==> src/rtl/cond_unit_pkg.sv <==
// Shared encodings for the condition/flag stage: ARM condition codes, NZCV bit
// positions and the controller's FlagW encodings.
package cond_unit_pkg;

  localparam logic [3:0] COND_EQ = 4'h0;
  localparam logic [3:0] COND_NE = 4'h1;
  localparam logic [3:0] COND_CS = 4'h2;
  localparam logic [3:0] COND_CC = 4'h3;
  localparam logic [3:0] COND_MI = 4'h4;
  localparam logic [3:0] COND_PL = 4'h5;
  localparam logic [3:0] COND_VS = 4'h6;
  localparam logic [3:0] COND_VC = 4'h7;
  localparam logic [3:0] COND_HI = 4'h8;
  localparam logic [3:0] COND_LS = 4'h9;
  localparam logic [3:0] COND_GE = 4'hA;
  localparam logic [3:0] COND_LT = 4'hB;
  localparam logic [3:0] COND_GT = 4'hC;
  localparam logic [3:0] COND_LE = 4'hD;
  localparam logic [3:0] COND_AL = 4'hE;

  localparam int FLAG_N = 3;
  localparam int FLAG_Z = 2;
  localparam int FLAG_C = 1;
  localparam int FLAG_V = 0;

  localparam logic [1:0] FLAGW_NONE = 2'b00;
  localparam logic [1:0] FLAGW_NZ   = 2'b10;
  localparam logic [1:0] FLAGW_ALL  = 2'b11;

endpackage

==> src/rtl/cond_check.sv <==
// Purely combinational ARM condition evaluator: decides whether an instruction
// with condition field cond_i executes given the NZCV word flags_i.
module cond_check
  import cond_unit_pkg::*;
(
  input  logic [3:0] cond_i,
  input  logic [3:0] flags_i,
  output logic       pass_o
);

  logic n, z, c, v, ge;

  assign n  = flags_i[FLAG_N];
  assign z  = flags_i[FLAG_Z];
  assign c  = flags_i[FLAG_C];
  assign v  = flags_i[FLAG_V];
  assign ge = (n == v);

  always_comb begin
    pass_o = 1'b1;
    case (cond_i)
      COND_EQ: pass_o = z;
      COND_NE: pass_o = ~z;
      COND_CS: pass_o = c;
      COND_CC: pass_o = ~c;
      COND_MI: pass_o = n;
      COND_PL: pass_o = ~n;
      COND_VS: pass_o = v;
      COND_VC: pass_o = ~v;
      COND_HI: pass_o = c & ~z;
      COND_LS: pass_o = ~c | z;
      COND_GE: pass_o = ge;
      COND_LT: pass_o = ~ge;
      COND_GT: pass_o = ~z & ge;
      COND_LE: pass_o = z | ~ge;
      // AL and the 1111 encoding both execute unconditionally.
      default: pass_o = 1'b1;
    endcase
  end

endmodule

==> src/rtl/cond_unit.sv <==
// Condition/flag stage after the ALU: registers ALUOut, holds NZCV, latches the
// condition outcome in Decode and gates the architectural write strobes with it.
module cond_unit
  import cond_unit_pkg::*;
#(
  parameter int WIDTH = 32
) (
  input  logic             clk,
  input  logic             reset,
  input  logic [WIDTH-1:0] ALUResult,
  input  logic [3:0]       ALUFlags,
  input  logic [3:0]       Cond,
  input  logic             CondLatch,
  input  logic [1:0]       FlagW,
  input  logic             PCS,
  input  logic             NextPC,
  input  logic             RegW,
  input  logic             MemW,
  output logic [WIDTH-1:0] ALUOut,
  output logic [3:0]       Flags,
  output logic             CondEx,
  output logic             PCWrite,
  output logic             RegWrite,
  output logic             MemWrite
);

  logic [WIDTH-1:0] alu_out_q;
  logic [3:0]       flags_q, flags_d;
  logic             cond_ex_q, cond_ex_d;
  logic             cond_pass;
  logic [1:0]       flag_write;

  cond_check u_cond_check (
    .cond_i  (Cond),
    .flags_i (flags_q),
    .pass_o  (cond_pass)
  );

  // Flag writes use the held outcome, so a same-edge CondLatch cannot affect them.
  assign flag_write = FlagW & {2{cond_ex_q}};

  always_comb begin
    flags_d = flags_q;
    if (flag_write[1]) begin
      flags_d[FLAG_N] = ALUFlags[FLAG_N];
      flags_d[FLAG_Z] = ALUFlags[FLAG_Z];
    end
    if (flag_write[0]) begin
      flags_d[FLAG_C] = ALUFlags[FLAG_C];
      flags_d[FLAG_V] = ALUFlags[FLAG_V];
    end
  end

  assign cond_ex_d = CondLatch ? cond_pass : cond_ex_q;

  always_ff @(posedge clk or negedge reset) begin
    if (!reset) begin
      alu_out_q <= '0;
      flags_q   <= 4'b0000;
      cond_ex_q <= 1'b0;
    end else begin
      alu_out_q <= ALUResult;
      flags_q   <= flags_d;
      cond_ex_q <= cond_ex_d;
    end
  end

  assign ALUOut   = alu_out_q;
  assign Flags    = flags_q;
  assign CondEx   = cond_ex_q;

  // Fetch increments bypass the condition so instruction fetch is never suppressed.
  assign PCWrite  = (PCS & cond_ex_q) | NextPC;
  assign RegWrite = RegW & cond_ex_q;
  assign MemWrite = MemW & cond_ex_q;

endmodule

==> config.mk <==
export PLATFORM = sky130hd
export DESIGN_NAME = cond_unit
export DESIGN_NICKNAME = d
export VERILOG_FILES = /design/src/rtl/cond_unit_pkg.sv /design/src/rtl/cond_check.sv /design/src/rtl/cond_unit.sv
export SDC_FILE = /design/constraint.sdc
export NUM_CORES = 1
export LEC_CHECK = 0
export CAP_MARGIN = 5
export CORE_UTILIZATION = 30
export CTS_CLUSTER_DIAMETER = 30
export DETAILED_ROUTE_END_ITERATION = 8
export PLACE_DENSITY_LB_ADDON = 0.08
export SLEW_MARGIN = 20
export SYNTH_ARGS = -nofsm -noshare
export SYNTH_HDL_FRONTEND = slang
export SYNTH_HIERARCHICAL = 1
export SYNTH_SLANG_ARGS = --single-unit
export TNS_END_PERCENT = 30
==> constraint.sdc <==
create_clock -name clk -period 1.4 [get_ports clk]
set_clock_uncertainty 0.15 [all_clocks]
set_input_delay 0.21 -clock clk [delete_from_list [all_inputs] [get_ports clk]]
set_output_delay 0.21 -clock clk [all_outputs]
set_load 0.05 [all_outputs]
### Word-level counts from Yosys, hierarchy flattened

Index checks and enable logic that the tools add are counted.

| storage, ports and cells | value |
|---|---|
| flip-flop bits (word level) | 37 |
| input port bits | 49 |
| output and inout port bits | 40 |

| cells by class | value |
|---|---|
| equality and inequality tests | 14 |
| mux-type cells | 1 |
| bitwise gates (word level) | 14 |
| reductions and logical operators | 1 |

Operator list:

| cell | number |
|---|---|
| equality test 4 bit (second input constant) | 6 |
| equality test 4 x 3 -> 1 bit (second input constant) | 4 |
| case mux 1 bit (14 select lines) | 1 |
| equality test 4 x 2 -> 1 bit (second input constant) | 2 |
| AND 1 bit | 5 |
| NOT 1 bit | 5 |
| equality test 4 x 1 -> 1 bit (second input constant) | 1 |
| zero test 4 bit | 1 |
| OR 1 bit | 3 |
| AND 2 bit | 1 |
| equality test 1 bit | 1 |

### Logic depth before layout (Yosys ltp)

Gate-level depths: netlist (run 1).

| logic depth | value |
|---|---|
| word-level depth | 4 |
| depth in mapped cells | 6 |
| depth with buffers taken out | 5 |

### Modules after synthesis

The synthesis (run 1) kept the hierarchy.

Modules (own cells, without submodules):

| module | times used | cells an instance | area an instance (µm²) | seq. area each (µm²) |
|---|---|---|---|---|
| cond_unit | 1 | 47 | 1013.5 | 925.9 |
| cond_check | 1 | 23 | 165.2 | 0.0 |

### Worst setup path after synthesis (run 1)

OpenSTA, ideal clock, no wires.

| timing path | value |
|---|---|
| path type | register -> register |
| start point | reg flags_q[3], in the netlist Flags[3] |
| end point | reg cond_ex_q, in the netlist CondEx |
| setup time | 0.125 ns |
| data arrival time | 1.607 ns |
| slack | -0.482 ns |
| cell stages (with the launch flop) | 6 |
| period minus slack after synthesis | 1.882 ns |
| cells stage by stage | dfrtp_1 > xnor2_1 > a22oi_2 > xnor2_1 > a211o_1 > mux2_2 |

| on the way | value |
|---|---|
| longest elaborated chain between the ends | 4 |
| elaborated cells between the ends (all ways) | 6 |
| those cells by class | eq/ne (1); mux (1); bitwise (4) |

Ends and longest elaborated chain:

| element | RTL line | source |
|---|---|---|
| start: declaration | cond_unit.sv:28 | `logic [3:0] flags_q, flags_d;` |
| start signal: assignment | cond_unit.sv:63 | `flags_q <= flags_d;` |
| equality test 1 bit | cond_check.sv:17 | `assign ge = (n == v);` |
| NOT 1 bit | cond_check.sv:33, cond_check.sv:35 |  |
| OR 1 bit | cond_check.sv:35 | `COND_LE: pass_o = z \| ~ge;` |
| case mux 1 bit (14 select lines) (*) | cond_check.sv:21 | `case (cond_i)` |
| via cond_pass | cond_unit.sv:30 | `logic cond_pass;` |
| end signal: assignment | cond_unit.sv:64 | `cond_ex_q <= cond_ex_d;` |
| end: declaration | cond_unit.sv:29 | `logic cond_ex_q, cond_ex_d;` |

Mark *: on every way through the listed nets, which the timed path passes. The rest lies on a longest branch.
A chain may end at the register's enable or synchronous reset.

### Final worst setup path (run 1)

Ends and elaborated chain as after synthesis.

==> results.txt, run 1 <==
- The worst hold path begins at ALUResult[19].
- For this design the top-level I/O count stands at between 80 and 90.
* Die Height: 64.7 um
- Setup repair after global routing could not meet its margin everywhere.
* Tightest hold margin: 0.214 ns
* Routed length per placed instance: 14.1 um
- dfrtp_1 takes more of the synthesized area than any other cell.
* Critical Path Max Stage Delay: 0.44 ns
- Counting distinct cell types in the post-synthesis netlist gives 20.
* Cell Chain, Critical Path: xnor2_1, a22oi_2, xnor2_1, a211o_1, mux2_2
- The initial utilization of the core area, before any placement, comes to 0.317.
- Clock buffer depth: 2
- Buffer cell driving the clock tree root: clkbuf_8
- X dimension of the die: 64.7 um
* Hold violation total from the final report: 0
* Most common cell after layout, fill and taps aside: clkdlybuf4s50_1
- In this run the power density over the cells is 1490 mW/mm^2.
- Final count of pins violating max slew: 0
* Via density per instance: 4.25
* DR pass1 iterations: 3
- TritonCTS built the clock tree.
* Initial antenna violation count: 0
* N_diodes: 0
- Detailed-route via count: 952
* Clock slew at reported path FFs: 0.07 ns
- The H-tree generated during clock tree synthesis spans 2 levels.
- Data arrival, critical path: 1.62 ns
- Seq/Total Area, Yosys: 0.786
- In the post-synthesis netlist, the biggest area contributors are dfrtp_1 (79%), mux2_1 (3.8%), xnor2_1 (3.0%), a21o_2 (1.5%), and2_2 (1.3%).
- The worst register-to-register path begins at Flags[3].
- Finish-stage setup viols: 5
* Critical Path Start: Flags[3]
- In this run, synthesis produced a sequential element count of 37.
* Fraction of power consumed by sequential logic: 0.330
* Post-DP HPWL: 2630 um
- For this block, the routed nets add up to 3170 um of wire.
- In this run the worst path has a maximum fanout of 4.
* Internal power component: 2730 uW
- Combinational cell fraction of total power: 0.439
- Fillers: 240
* Path category of the worst min-delay check: in2reg
- Fmax: between 600 and 700 MHz
- Critical Path Source Type: flop
* Global Route Usage Sum: 0.171
- The tool flagged a number of max-cap violations equal to 0.
* Cell repeated most along the worst path: xnor2_1
- Post-layout min period: 1.60 ns
* Crit end category: flop
* Syn Area/Cell: around 17 um^2
- Max-slew headroom at the worst pin: 0.728
* Outcome: complete, but fails checks
- Most used cells in the layout excluding fill and tap cells: clkdlybuf4s50_1 (43), buf_12 (41), dfrtp_1 (33), buf_4 (9), clkbuf_8 (6)
* Switching part of the total power: 0.329
* Worst slew pin tran: 0.408 ns
- For this design the static power due to leakage is 0.00121 uW.
- Routability-driven placement finished with a final weighted congestion of 0.779.
- Power dissipated by switching net loads: around 1300 uW
- Of the available clock period, the critical path in the final layout requires 1.14.
- Of the post-synthesis cell area, the dominant cell type holds 0.786.
- Number of port buffers: 88
* Synth Net Count: ~120
- Of the cells placed in the final design, the portion with a size suffix greater than 1 is 0.398.
* Floorplan die area: 0.00418 mm^2
- Number of remaining DRC errors: 0
* Max IR drop VDD: 0.844 mV
- Sum of negative setup slack: -0.684 ns
* Relative contribution of the clock network to total power: 0.230
* Final layout net count: 224
- The core region is 0.00372 mm^2.
- Violated checks: negative setup slack
* Fin util: 0.735
- The detailed router finished its first iteration with 17 violations.
- Number of CTS-inserted buffers: 5
* Yosys warnings: 6
* Post-route ant nets: 0
* Critical path start-end classification: reg2reg
* Grt ovf: 0
- Combined area of all synthesized cells: roughly 0.0012 mm^2
- Instance count of the mapped netlist: 70
* Vias in the first global route: 1046
- The clock reaches the later pin of the worst-skew pair after 0.28 ns.
- Clock tree synthesis found a total of 37 sinks.
* Global-route wire length before repair: a little over 5000 um
- Placement row count: 22
* Critical path required time: roughly 1.4 ns
- From synthesis to final layout, the design area changed by 132%.
- Final worst slack: -0.203 ns
* Maximum number of pins on one net before global-route repair: 23
* Slowest stage cell on the critical path: dfrtp_2
-- final timing paths --
check	end	slack, ns	cells after the start
hold reg to reg	Flags[0]	0.41	1
setup reg to reg	CondEx	-0.20	5
max in group asynchronous	ALUOut[20]	0.39	3
hold / removal	ALUOut[19]	0.21	1
min in group asynchronous	CondEx	0.26	2
setup / recovery	CondEx	-0.20	5
-- sequential cells by signal (all words and copies together) (netlist names) --
signal / flops
Flags: 4
ALUOut: 32
CondEx: 1
-- through the flow --
step	worst slack, ns	area [um^2]	std cells	total power, uW
final	-0.203	2730	224	4070
after global routing	-0.254	2730	224	4240
after CTS	-0.203	2730	224	4120
after detailed placement	-0.648	2590	214	3150
after global placement	-0.589	2590	214	3100
after floorplan	-0.339	1180	70	2100
-- metal layers --
layer,vias to the layer above,GRT usage,wire (um)
met5,-,0,0
met4,0,0.0833,76
li1,443,-,-
met3,9,0.0563,244
met1,459,0.168,1000
met2,41,0.318,1840
-- final cells by class --
class,instances,area (um^2),area share
Clock buffer,6,82.6,0.0302
Clock inverter,2,37.5,0.0137
Inverter,1,3.75,0.00137
Multi-Input combinational cell,31,248,0.0907
Sequential cell,37,931,0.341
Tap cell,48,60.1,0.0220
Timing Repair Buffer,99,1370,0.501
-- Yosys cell counts --
library cell / number
and2_2: 2
and3b_1: 1
buf_2: 1
dfrtp_1: 37
nor3b_1: 2
a22oi_2: 1
nor2b_1: 2
o32ai_1: 1
o22ai_1: 1
a211o_1: 1
nand2_1: 4
mux2_2: 1
a21oi_1: 2
inv_1: 1
nand2b_1: 1
xnor2_1: 4
mux2_1: 4
a21o_2: 2
a31oi_1: 1
mux2i_1: 1
-- cell families (layout without fill, tap and decap cells) --
kind of cell	count (synthesis)	in the layout	synth area share
buffers and inverters	2	108	0.00742
AO/OA/AOI/OAI	9	9	0.0595
multiplexers	6	6	0.0563
XOR/XNOR	4	4	0.0297
flip-flops	37	37	0.786
AND/OR/NAND/NOR	12	12	0.0616
-- power groups by stage --
| stage | Combinational, uW | Sequential, uW | Clock [uW] |
|---|---|---|---|
| 3_5_place_dp | 1780 | 1370 | 0 |
| 2_1_floorplan | 343 | 1760 | 0 |
| 3_3_place_gp | 1740 | 1360 | 0 |
| 4_1_cts | 1810 | 1350 | 968 |
| 5_1_grt | 1860 | 1370 | 1010 |
| 6_report | 1790 | 1350 | 937 |
-- worst max-delay path: cells and delay by family, from the launching register on --
kind                      cells  cell delay [ns]
DFF                           1             0.44
muxes                         1             0.25
xor gates and xnor gates      2             0.23
AOI/OAI and AO/OA             2             0.42
-- what timing repair did --
item	4_1_cts	5_1_grt
hold endpoints to repair	15	0
setup buffers	1	0
setup endpoints to repair	4	5
gates cloned	0	0
hold buffers	1	0
gates resized for setup	5	0
pin swaps	4	2
Power figures use the tool's default switching activity.
==> run 2, diff against run 1 <==
--- a/config.mk
+++ b/config.mk
@@ -9,7 +9,7 @@
 export CORE_UTILIZATION = 30
 export CTS_CLUSTER_DIAMETER = 30
 export DETAILED_ROUTE_END_ITERATION = 8
-export PLACE_DENSITY_LB_ADDON = 0.08
+export PLACE_DENSITY = 0.75
 export SLEW_MARGIN = 20
 export SYNTH_ARGS = -nofsm -noshare
 export SYNTH_HDL_FRONTEND = slang
==> constraint.sdc (replaced) <==
create_clock -name clk -period 1.4 [get_ports clk]
set_clock_uncertainty 0.15 [all_clocks]
set_input_delay 0.28 -clock clk [delete_from_list [all_inputs] [get_ports clk]]
set_output_delay 0.28 -clock clk [all_outputs]
set_load 0.05 [all_outputs]
==> results.txt, run 2 (synthesis results as in run 1) <==
- Vias in the first global route: 1129
- Power dissipated by switching net loads: 1360 uW
- The checks that failed: negative setup slack.
* Post-route ant nets: 0
- Critical path start-end classification: reg2reg
- From bottom edge to top edge, the die measures 64.7 um.
- For met3 alone, demand over resource in global routing was 0.0634.
- After detailed routing, the number of remaining DRC violations is 0.
* Area growth from synthesis to final layout: 133%
* Routed length per placed instance: 14.5 um
- CTS H-tree depth: 2
- Global-route wire length before repair: 5260 um
- Relative contribution of the clock network to total power: 0.173
- Post-DP HPWL: 2660 um
* Most common cell after layout, fill and taps aside: clkdlybuf4s50_1
* Effective utilization at floorplan: 0.317
* Bufs and invs on worst path: 0
- Global Route Usage Sum: 0.173
* Static power due to leakage: 0.00122 uW
* DR pass1 iterations: 4
- The tool flagged a number of max-cap violations equal to 0.
- The final route contains 979 vias.
- Worst slew pin tran: about 0.38 ns
* Slowest stage cell on the critical path: dfrtp_2
* Floorplan die area: approximately 0.0042 mm^2
- Buffer cell driving the clock tree root: clkbuf_8
- Timing would allow up to between 600 and 700 MHz.
- Final weighted congestion in routability-driven placement: 0.866
- between 80 and 90 I/O pins were placed.
- Inst Count DP: 215
- The top cell types in the final layout, fill and taps aside, are clkdlybuf4s50_1 (43), buf_12 (41), dfrtp_1 (33), buf_4 (10), clkbuf_8 (5).
- The finished layout holds roughly 230 standard cells, fillers aside.
- Clock buffer depth: 2
- After the last flow step, the layout net total stands at between 200 and 250.
- Unrepaired setup endpoints after global routing: yes
* Fraction of power consumed by sequential logic: 0.348
* Final count of pins violating max slew: 0
- Initial antenna violation count: 0
* Via density per instance: 4.33
- Max-slew headroom at the worst pin: 0.746
* Data arrival, critical path: 1.68 ns
- Of the available clock period, the critical path in the final layout requires 1.19.
- In the final layout, the share of cells above drive strength 1 is 0.421.
* N_diodes: 0
* Maximum number of pins on one net before global-route repair: 24
- Flip-flop count of the largest register, all copies and words added: 32
- Starting DRT DRC Count: 49
- The flow ran to the end, but the final reports show violations.
* Critical path required time: 1.42 ns
- The internal portion of the total power is 2560 uW.
- The later pin in the worst-skew pair is clocked with a latency of 0.28 ns.
- The share of total power dissipated in combinational logic is 0.479.
* Number of port buffers: 88
- X dimension of the die: 64.7 um
- The floorplan has 22 rows.
* Met1 routing resource usage after global routing: 0.164
- STA classifies the critical path startpoint as a flop.
- CTS tree: yes
* Clock slew at reported path FFs: approximately 0.07 ns
* CP delay by family, top: multiplexers
* Path category of the worst min-delay check: in2reg
* Final worst slack: -0.261 ns
- Met2 layer usage reported by global route: 0.337
- Across the VDD grid, the largest voltage drop is 0.723 mV.
* Hold violation total from the final report: 0
- Standard cell core area: 0.00372 mm^2
- Number of CTS-inserted buffers: 5
- Critical Path Max Stage Delay: 0.43 ns
* P per Cell Area: 1430 mW/mm^2
* Layer carrying the most global-route usage: met2
- The tree built by TritonCTS fans out to 37 sinks.
- Post-placement setup slack: -0.678 ns
- Grt ovf: 0
- In this run the worst path has a maximum fanout of 4.
- Overall routed net length: 3270 um
* Cell Chain, Critical Path: mux2i_1, xnor2_1, o32ai_2, a211o_1, mux2_2
- Of the total power, the share spent switching nets is 0.347.
* Finish-stage setup viols: 8
- Crit end category: flop
- Post-layout min period: 1.66 ns
==> run 2: final timing paths <==
path | endpoint | startpoint | cells past startpoint | slack, ns
max in group asynchronous | ALUOut[5] | reset | 3 | 0.37
worst max register to register | CondEx | Flags[1] | 5 | -0.26
worst max-delay path | CondEx | Flags[1] | 5 | -0.26
worst min-delay path | ALUOut[30] | ALUResult[30] | 1 | 0.29
worst min register to register | Flags[1] | Flags[1] | 1 | 0.40
min in group asynchronous | CondEx | reset | 2 | 0.30
==> run 2: worst register-to-register path, stage by stage (launching register included) <==
cell     delay, ns
dfrtp_2       0.43
mux2i_1       0.19
xnor2_1       0.19
o32ai_2       0.11
a211o_1       0.22
mux2_2        0.25
==> run 2: what timing repair did <==
action / CTS / global route
pin swaps: 7 / 2
setup buffers: 2 / 0
resized for setup: 9 / 1
hold endpoints to repair: 14 / 0
hold buffers: 1 / 0
cloned: 0 / 0
endpoints found under the setup margin: 8 / 9
==> run 2: area by class of cell <==
cell class | count | area (um^2)
repair buffers | 101 | 1390
fillers | 235 | 970
flip-flops and latches | 37 | 931
multi-input cells | 31 | 282
clock buffers | 6 | 72.6
well taps | 48 | 60.1
clock inverters | 2 | 10.0
inverters | 1 | 3.75
==> run 2: stage by stage <==
step           instance area [um^2]   util  hold WS (ns)  TNS, ns  power (uW)
4_1_cts                        2730  0.735         0.277    -1.06        3940
6_report                       2750  0.739         0.286   -0.990        3920
5_1_grt                        2750  0.739         0.276    -1.41        4110
3_3_place_gp                   2600  0.700        0.0580   -0.917        3100
2_1_floorplan                  1180      -        -0.166   -0.665        2100
3_5_place_dp                   2600  0.700        0.0579    -1.07        3160
==> run 2: routing by layer <==
layer	part of all wire	wire length (um)
met2	0.60	1970
met4	0.0046	15
met1	0.32	1050
met3	0.072	234
met5	0	0
==> run 2: power by group through the flow <==
stage / combinational (uW) / clock (uW) / sequential [uW]
finish: 1880 / 677 / 1360
floorplan: 343 / 0 / 1760
detailed placement: 1780 / 0 / 1370
global route: 1960 / 769 / 1380
CTS: 1870 / 708 / 1360
global placement: 1740 / 0 / 1360
